### src/rtl/multi_cycle_control.sv
// Multi-cycle MIPS control FSM with memory handshake,
// wait timeout and sticky fault trap.
module multi_cycle_control #(
   parameter int          ALU_OP_WIDTH   = 2,
   parameter logic [5:0]  OPCODE_RTYPE   = 6'b000000,
   parameter logic [5:0]  OPCODE_LW      = 6'b100011,
   parameter logic [5:0]  OPCODE_SW      = 6'b101011,
   parameter logic [5:0]  OPCODE_BNE     = 6'b000101,
   parameter logic [5:0]  OPCODE_XORI    = 6'b001110,
   parameter logic [5:0]  OPCODE_J       = 6'b000010,
   parameter int          MEMORY_TIMEOUT = 16
) (
   input  logic                    Clock,
   input  logic                    Reset,
   input  logic [5:0]              OperationCode,
   input  logic                    MemoryReady,
   output logic                    PCWrite,
   output logic                    PCWriteCondition,
   output logic                    InstructionOrData,
   output logic                    MemoryRead,
   output logic                    MemoryWrite,
   output logic                    InstructionRegisterWrite,
   output logic                    MemoryToRegister,
   output logic                    RegisterDestination,
   output logic                    RegisterWrite,
   output logic                    ALUSourceA,
   output logic [1:0]              ALUSourceB,
   output logic [ALU_OP_WIDTH-1:0] ALUOperation,
   output logic [1:0]              PCSource,
   output logic                    SignZero,
   output logic [1:0]              Fault,
   output logic [3:0]              State
);

   localparam logic [3:0] S_FETCH     = 4'd0;
   localparam logic [3:0] S_DECODE    = 4'd1;
   localparam logic [3:0] S_MEM_ADDR  = 4'd2;
   localparam logic [3:0] S_MEM_READ  = 4'd3;
   localparam logic [3:0] S_LOAD_WB   = 4'd4;
   localparam logic [3:0] S_MEM_WRITE = 4'd5;
   localparam logic [3:0] S_R_EXEC    = 4'd6;
   localparam logic [3:0] S_R_WB      = 4'd7;
   localparam logic [3:0] S_BRANCH    = 4'd8;
   localparam logic [3:0] S_JUMP      = 4'd9;
   localparam logic [3:0] S_IMM_EXEC  = 4'd10;
   localparam logic [3:0] S_IMM_WB    = 4'd11;
   localparam logic [3:0] S_TRAP      = 4'd12;

   localparam logic [1:0] F_NONE    = 2'b00;
   localparam logic [1:0] F_ILLEGAL = 2'b01;
   localparam logic [1:0] F_TIMEOUT = 2'b10;

   localparam logic [ALU_OP_WIDTH-1:0] ALU_ADD = ALU_OP_WIDTH'(2'b00);
   localparam logic [ALU_OP_WIDTH-1:0] ALU_SUB = ALU_OP_WIDTH'(2'b01);
   localparam logic [ALU_OP_WIDTH-1:0] ALU_FN  = ALU_OP_WIDTH'(2'b10);
   localparam logic [ALU_OP_WIDTH-1:0] ALU_XOR = ALU_OP_WIDTH'(2'b11);

   // Counter needs at least one bit even when the timeout is disabled.
   localparam int CW = (MEMORY_TIMEOUT < 1) ? 1 : $clog2(MEMORY_TIMEOUT + 1);
   localparam logic [CW:0] TO_V  = (CW + 1)'(MEMORY_TIMEOUT);
   localparam logic        TO_EN = (MEMORY_TIMEOUT > 0);

   logic [3:0]    state_q, state_d;
   logic [1:0]    fault_q, fault_d;
   logic [5:0]    op_q, op_d;
   logic [CW-1:0] cnt_q, cnt_d;
   logic [CW:0]   cnt_inc;
   logic          wait_st;
   logic          timeout;

   // Next-state, opcode capture, wait counter and fault logic.
   always_comb begin
      state_d = state_q;
      fault_d = fault_q;
      op_d    = op_q;
      cnt_d   = '0;
      cnt_inc = {1'b0, cnt_q} + {{CW{1'b0}}, 1'b1};
      wait_st = (state_q == S_FETCH) || (state_q == S_MEM_READ) ||
                (state_q == S_MEM_WRITE);
      timeout = wait_st && !MemoryReady && TO_EN && (cnt_inc == TO_V);
      case (state_q)
         S_FETCH:     if (MemoryReady) state_d = S_DECODE;
         S_DECODE: begin
            op_d = OperationCode;
            case (OperationCode)
               OPCODE_RTYPE: state_d = S_R_EXEC;
               OPCODE_LW:    state_d = S_MEM_ADDR;
               OPCODE_SW:    state_d = S_MEM_ADDR;
               OPCODE_BNE:   state_d = S_BRANCH;
               OPCODE_J:     state_d = S_JUMP;
               OPCODE_XORI:  state_d = S_IMM_EXEC;
               default: begin
                  state_d = S_TRAP;
                  fault_d = F_ILLEGAL;
               end
            endcase
         end
         S_MEM_ADDR:  state_d = (op_q == OPCODE_SW) ? S_MEM_WRITE : S_MEM_READ;
         S_MEM_READ:  if (MemoryReady) state_d = S_LOAD_WB;
         S_LOAD_WB:   state_d = S_FETCH;
         S_MEM_WRITE: if (MemoryReady) state_d = S_FETCH;
         S_R_EXEC:    state_d = S_R_WB;
         S_R_WB:      state_d = S_FETCH;
         S_BRANCH:    state_d = S_FETCH;
         S_JUMP:      state_d = S_FETCH;
         S_IMM_EXEC:  state_d = S_IMM_WB;
         S_IMM_WB:    state_d = S_FETCH;
         S_TRAP:      state_d = S_TRAP;
         default:     state_d = S_FETCH;
      endcase
      if (wait_st && !MemoryReady) cnt_d = cnt_inc[CW-1:0];
      if (timeout) begin
         state_d = S_TRAP;
         fault_d = F_TIMEOUT;
         cnt_d   = '0;
      end
   end

   // State registers with synchronous active-low reset.
   always_ff @(posedge Clock) begin
      if (!Reset) begin
         state_q <= S_FETCH;
         fault_q <= F_NONE;
         op_q    <= '0;
         cnt_q   <= '0;
      end else begin
         state_q <= state_d;
         fault_q <= fault_d;
         op_q    <= op_d;
         cnt_q   <= cnt_d;
      end
   end

   // Moore outputs per state, all forced low while in reset.
   always_comb begin
      PCWrite                  = 1'b0;
      PCWriteCondition         = 1'b0;
      InstructionOrData        = 1'b0;
      MemoryRead               = 1'b0;
      MemoryWrite              = 1'b0;
      InstructionRegisterWrite = 1'b0;
      MemoryToRegister         = 1'b0;
      RegisterDestination      = 1'b0;
      RegisterWrite            = 1'b0;
      ALUSourceA               = 1'b0;
      ALUSourceB               = 2'b00;
      ALUOperation             = ALU_ADD;
      PCSource                 = 2'b00;
      SignZero                 = 1'b0;
      Fault                    = Reset ? fault_q : F_NONE;
      State                    = state_q;
      if (Reset) begin
         case (state_q)
            S_FETCH: begin
               MemoryRead               = 1'b1;
               ALUSourceB               = 2'b01;
               PCWrite                  = MemoryReady;
               InstructionRegisterWrite = MemoryReady;
            end
            S_DECODE:    ALUSourceB = 2'b11;
            S_MEM_ADDR: begin
               ALUSourceA = 1'b1;
               ALUSourceB = 2'b10;
            end
            S_MEM_READ: begin
               MemoryRead        = 1'b1;
               InstructionOrData = 1'b1;
            end
            S_LOAD_WB: begin
               RegisterWrite    = 1'b1;
               MemoryToRegister = 1'b1;
            end
            S_MEM_WRITE: begin
               MemoryWrite       = 1'b1;
               InstructionOrData = 1'b1;
            end
            S_R_EXEC: begin
               ALUSourceA   = 1'b1;
               ALUOperation = ALU_FN;
            end
            S_R_WB: begin
               RegisterWrite       = 1'b1;
               RegisterDestination = 1'b1;
            end
            S_BRANCH: begin
               ALUSourceA       = 1'b1;
               ALUOperation     = ALU_SUB;
               PCWriteCondition = 1'b1;
               PCSource         = 2'b01;
            end
            S_JUMP: begin
               PCWrite  = 1'b1;
               PCSource = 2'b10;
            end
            S_IMM_EXEC: begin
               ALUSourceA   = 1'b1;
               ALUSourceB   = 2'b10;
               ALUOperation = ALU_XOR;
               SignZero     = 1'b1;
            end
            S_IMM_WB: begin
               RegisterWrite = 1'b1;
               SignZero      = 1'b1;
            end
            default: ;
         endcase
      end
   end

endmodule

### config.mk
export PLATFORM = sky130hd
export DESIGN_NAME = multi_cycle_control
export DESIGN_NICKNAME = d
export VERILOG_FILES = /design/src/rtl/multi_cycle_control.sv
export SDC_FILE = /design/constraint.sdc
export NUM_CORES = 1
export LEC_CHECK = 0
export ABC_CLOCK_PERIOD_IN_PS = 2040
export CELL_PAD_IN_SITES_DETAIL_PLACEMENT = 1
export CELL_PAD_IN_SITES_GLOBAL_PLACEMENT = 1
export CORE_UTILIZATION = 30
export CTS_CLUSTER_SIZE = 16
export DETAILED_ROUTE_END_ITERATION = 16
export PLACE_DENSITY = 0.79
export SYNTH_ARGS = -nofsm -noshare
export SYNTH_HDL_FRONTEND = slang
export SYNTH_SLANG_ARGS = --single-unit
### constraint.sdc
create_clock -name Clock -period 2.04 [get_ports Clock]
set_clock_uncertainty 0.2 [all_clocks]
set_input_delay 0.612 -clock Clock [delete_from_list [all_inputs] [get_ports Clock]]
set_output_delay 0.612 -clock Clock [all_outputs]
set_load 0.05 [all_outputs]
==> qor.txt <==
Hold WS -> 261 ps
Power per Cell Area -> 438 mW/mm²
First-pass DRT Iterations -> 4
Synth unique cells -> 47
H-Tree Depth -> 1
Area grow syn2layout -> 99.8%
Clk buf depth -> 2
Power share of the combinational group -> 0.459
Largest net degree at the start of global routing -> 15
EDFF count, synth -> 0
Layer with the highest usage -> met2
Crit start category -> primary input
Core box area -> 0.00409 mm²
Residual DRC count -> 0
Worst-path clk slew -> 60 ps
Post-layout worst setup margin -> -185 ps
Sequential cell area fraction in the yosys report -> 0.262
Fin nets -> 244
Endpoints failing hold -> 0
Die height -> 67.9 µm
First DRT Iteration DRCs -> 72
WL final -> 6160 µm
Flop2flop setup slack -> -100 ps
Final setup fails -> 21
Main synth FF type -> dfxtp_1
CP Data Required Time -> 1230 ps
Slew headroom -> 0.729
Internal power -> 0.745 mW
Clock Root Buffer -> clkbuf_8
Number of diodes -> 0
Synth async-reset ratio -> 0
Yosys reg bits -> 17
Sequential cell fraction of total power -> 0.326
Sw Ratio -> 0.346
Syn Inst Count -> 158
Num Clock Sinks -> 17
Max Fclk -> 450 MHz
GP Congestion -> 0.826
Layout cells sized above 1 -> 0.586
GR Layer Usage met3 -> 0.0367
Critical-path maximum fanout -> 4
Synth Area per Inst -> 8.24 µm²
CTS tree -> built
Num CTS Buffers -> 3
Ports -> 32
Setup crit end kind -> output pin
Fin crit period -> 2220 ps
Hold/Removal Path Class -> flip-flop to flip-flop
Violated checks -> negative setup slack
Die X -> 67.9 µm
Overall power -> 1.14 mW
Maximum VDD drop -> 0.000487 V
Arr. time, crit path -> 1410 ps
M1 GR Usage -> 0.272
Vias in the first global route -> 1656
Detail Route Antenna Nets -> 0
Post-layout util -> 0.636
RSZ-0062 raised after global routing -> true
Row Count -> 23
Dpl ws -> -629 ps
GRT Util Overall -> 0.250
Outcome -> complete, but fails checks
Initial Util -> 0.318
YS warnings -> 0
Post-DP HPWL -> 3390 µm
Initial antenna violation count -> 0
Post-synth net total -> 169
Via count -> 1560
# Max-Cap Violations -> 0
WS Path Type -> primary input to output pin
Pleak -> 1.04 nW
DR WL/cell -> 21.8 µm
Die area -> 0.00460 mm²
Skew-Pair Late Insertion Delay -> 250 ps
I/O Buffers -> 31
Final worst-path cycle share -> 1.09
First-pass GRT wire length -> 8310 µm
Final Slew Violations -> 0
TNS Setup -> -2440 ps
Worst Max-Slew Pin Slew -> 406 ps
Mapped Area -> 0.00130 mm²
Clock power frac -> 0.216
Switch Pwr -> 0.395 mW
Vias/cell -> 5.53
# hold bufs at CTS -> 0
Grt ovf -> 0
Met2 Use GR -> 0.455
-- power by group through the flow --
stage / sequential, mW / clock, mW / combinational [mW]
2_1_floorplan: 0.378 / 0 / 0.247
3_3_place_gp: 0.373 / 0 / 0.394
3_5_place_dp: 0.376 / 0 / 0.409
4_1_cts: 0.367 / 0.248 / 0.469
5_1_grt: 0.373 / 0.265 / 0.544
6_report: 0.371 / 0.246 / 0.523
-- synth_stat cells (3+ instances only) --
library cell   n  share of area
a21oi_1        5          0.019
nand2b_1       3          0.014
buf_2          3          0.012
nor3b_1        3          0.017
nor3_1         7          0.027
o21ai_0        4          0.015
nand2_1        9          0.026
inv_1          4          0.012
nand3_1        5          0.019
and3_1         5          0.024
xor2_1         5          0.034
o32ai_1        4          0.027
xnor2_1        4          0.027
dfxtp_1       17           0.26
nor2_1        17          0.049
nor2b_1       11          0.053
mux2i_1        8          0.062
clkbuf_8       6          0.063
-- critical path, cell delays in order --
cell and delay [ps]:
buf_6 100, nor2b_4 130, and3_4 160, or2_4 260
buf_12 150
-- final timing paths --
kind / to / start / cells past startpoint
max: PCWrite / Reset / 5
min: fault_q[0]$_SDFFE_PP0P_ / fault_q[0]$_SDFFE_PP0P_ / 2
max reg2reg: State[0]$_SDFFE_PP0P_ / State[2]$_SDFFE_PN0P_ / 8
min reg2reg: fault_q[0]$_SDFFE_PP0P_ / fault_q[0]$_SDFFE_PP0P_ / 2
-- area by class of cell --
class	count	area (µm²)
inverter	4	15.0
sequential	17	355
multi-input combinational	123	1120
clock buffer	4	45.0
fill	425	1490
tap	50	62.6
timing repair buffer	84	997
-- flip-flops by register name, indices dropped and copies added (netlist names) --
register	count
op_q	6
cnt_q	5
State	4
fault_q	2
-- stage by stage --
step / std cells / cell area, µm²
final: 282 / 2600
after global routing: 282 / 2600
after CTS: 278 / 2490
after detailed placement: 259 / 2210
after global placement: 259 / 2210
after floorplan: 158 / 1540
-- cell usage in the layout, fill, tap and decap left out, types with 4 or more instances in the layout --
cell type / netlist / final
buf_12: 0 / 25
nor3_4: 0 / 4
nor2_1: 17 / 13
dfxtp_1: 17 / 13
xor2_1: 5 / 4
buf_6: 2 / 10
buf_4: 1 / 38
nor2b_4: 0 / 5
dfxtp_4: 0 / 4
nand2_1: 9 / 7
a21oi_1: 5 / 4
mux2i_1: 8 / 7
nor2b_1: 11 / 6
and3_4: 0 / 4
-- kinds of logic after synthesis --
group / share of synthesized area
buffers and inverters: 0.115
muxes: 0.0615
adders and majority gates: 0.0192
and+or+nand+nor: 0.337
AOI/OAI and AO/OA: 0.145
xor gates and xnor gates: 0.0606
DFF: 0.262
-- repair_timing --
action | in CTS | in global routing
setup endpoints to repair | 25 | 35
cloned | 0 | 0
pin swaps | 16 | 14
resized for setup | 49 | 26
setup buffers | 15 | 4
-- metal layers --
layer  vias up  share of wire
met1       757           0.39
met5         -              0
met2        72           0.52
met4         0          0.039
met3        23          0.051
li1        708              -
Note: power is estimated with default switching activity, not from simulation.
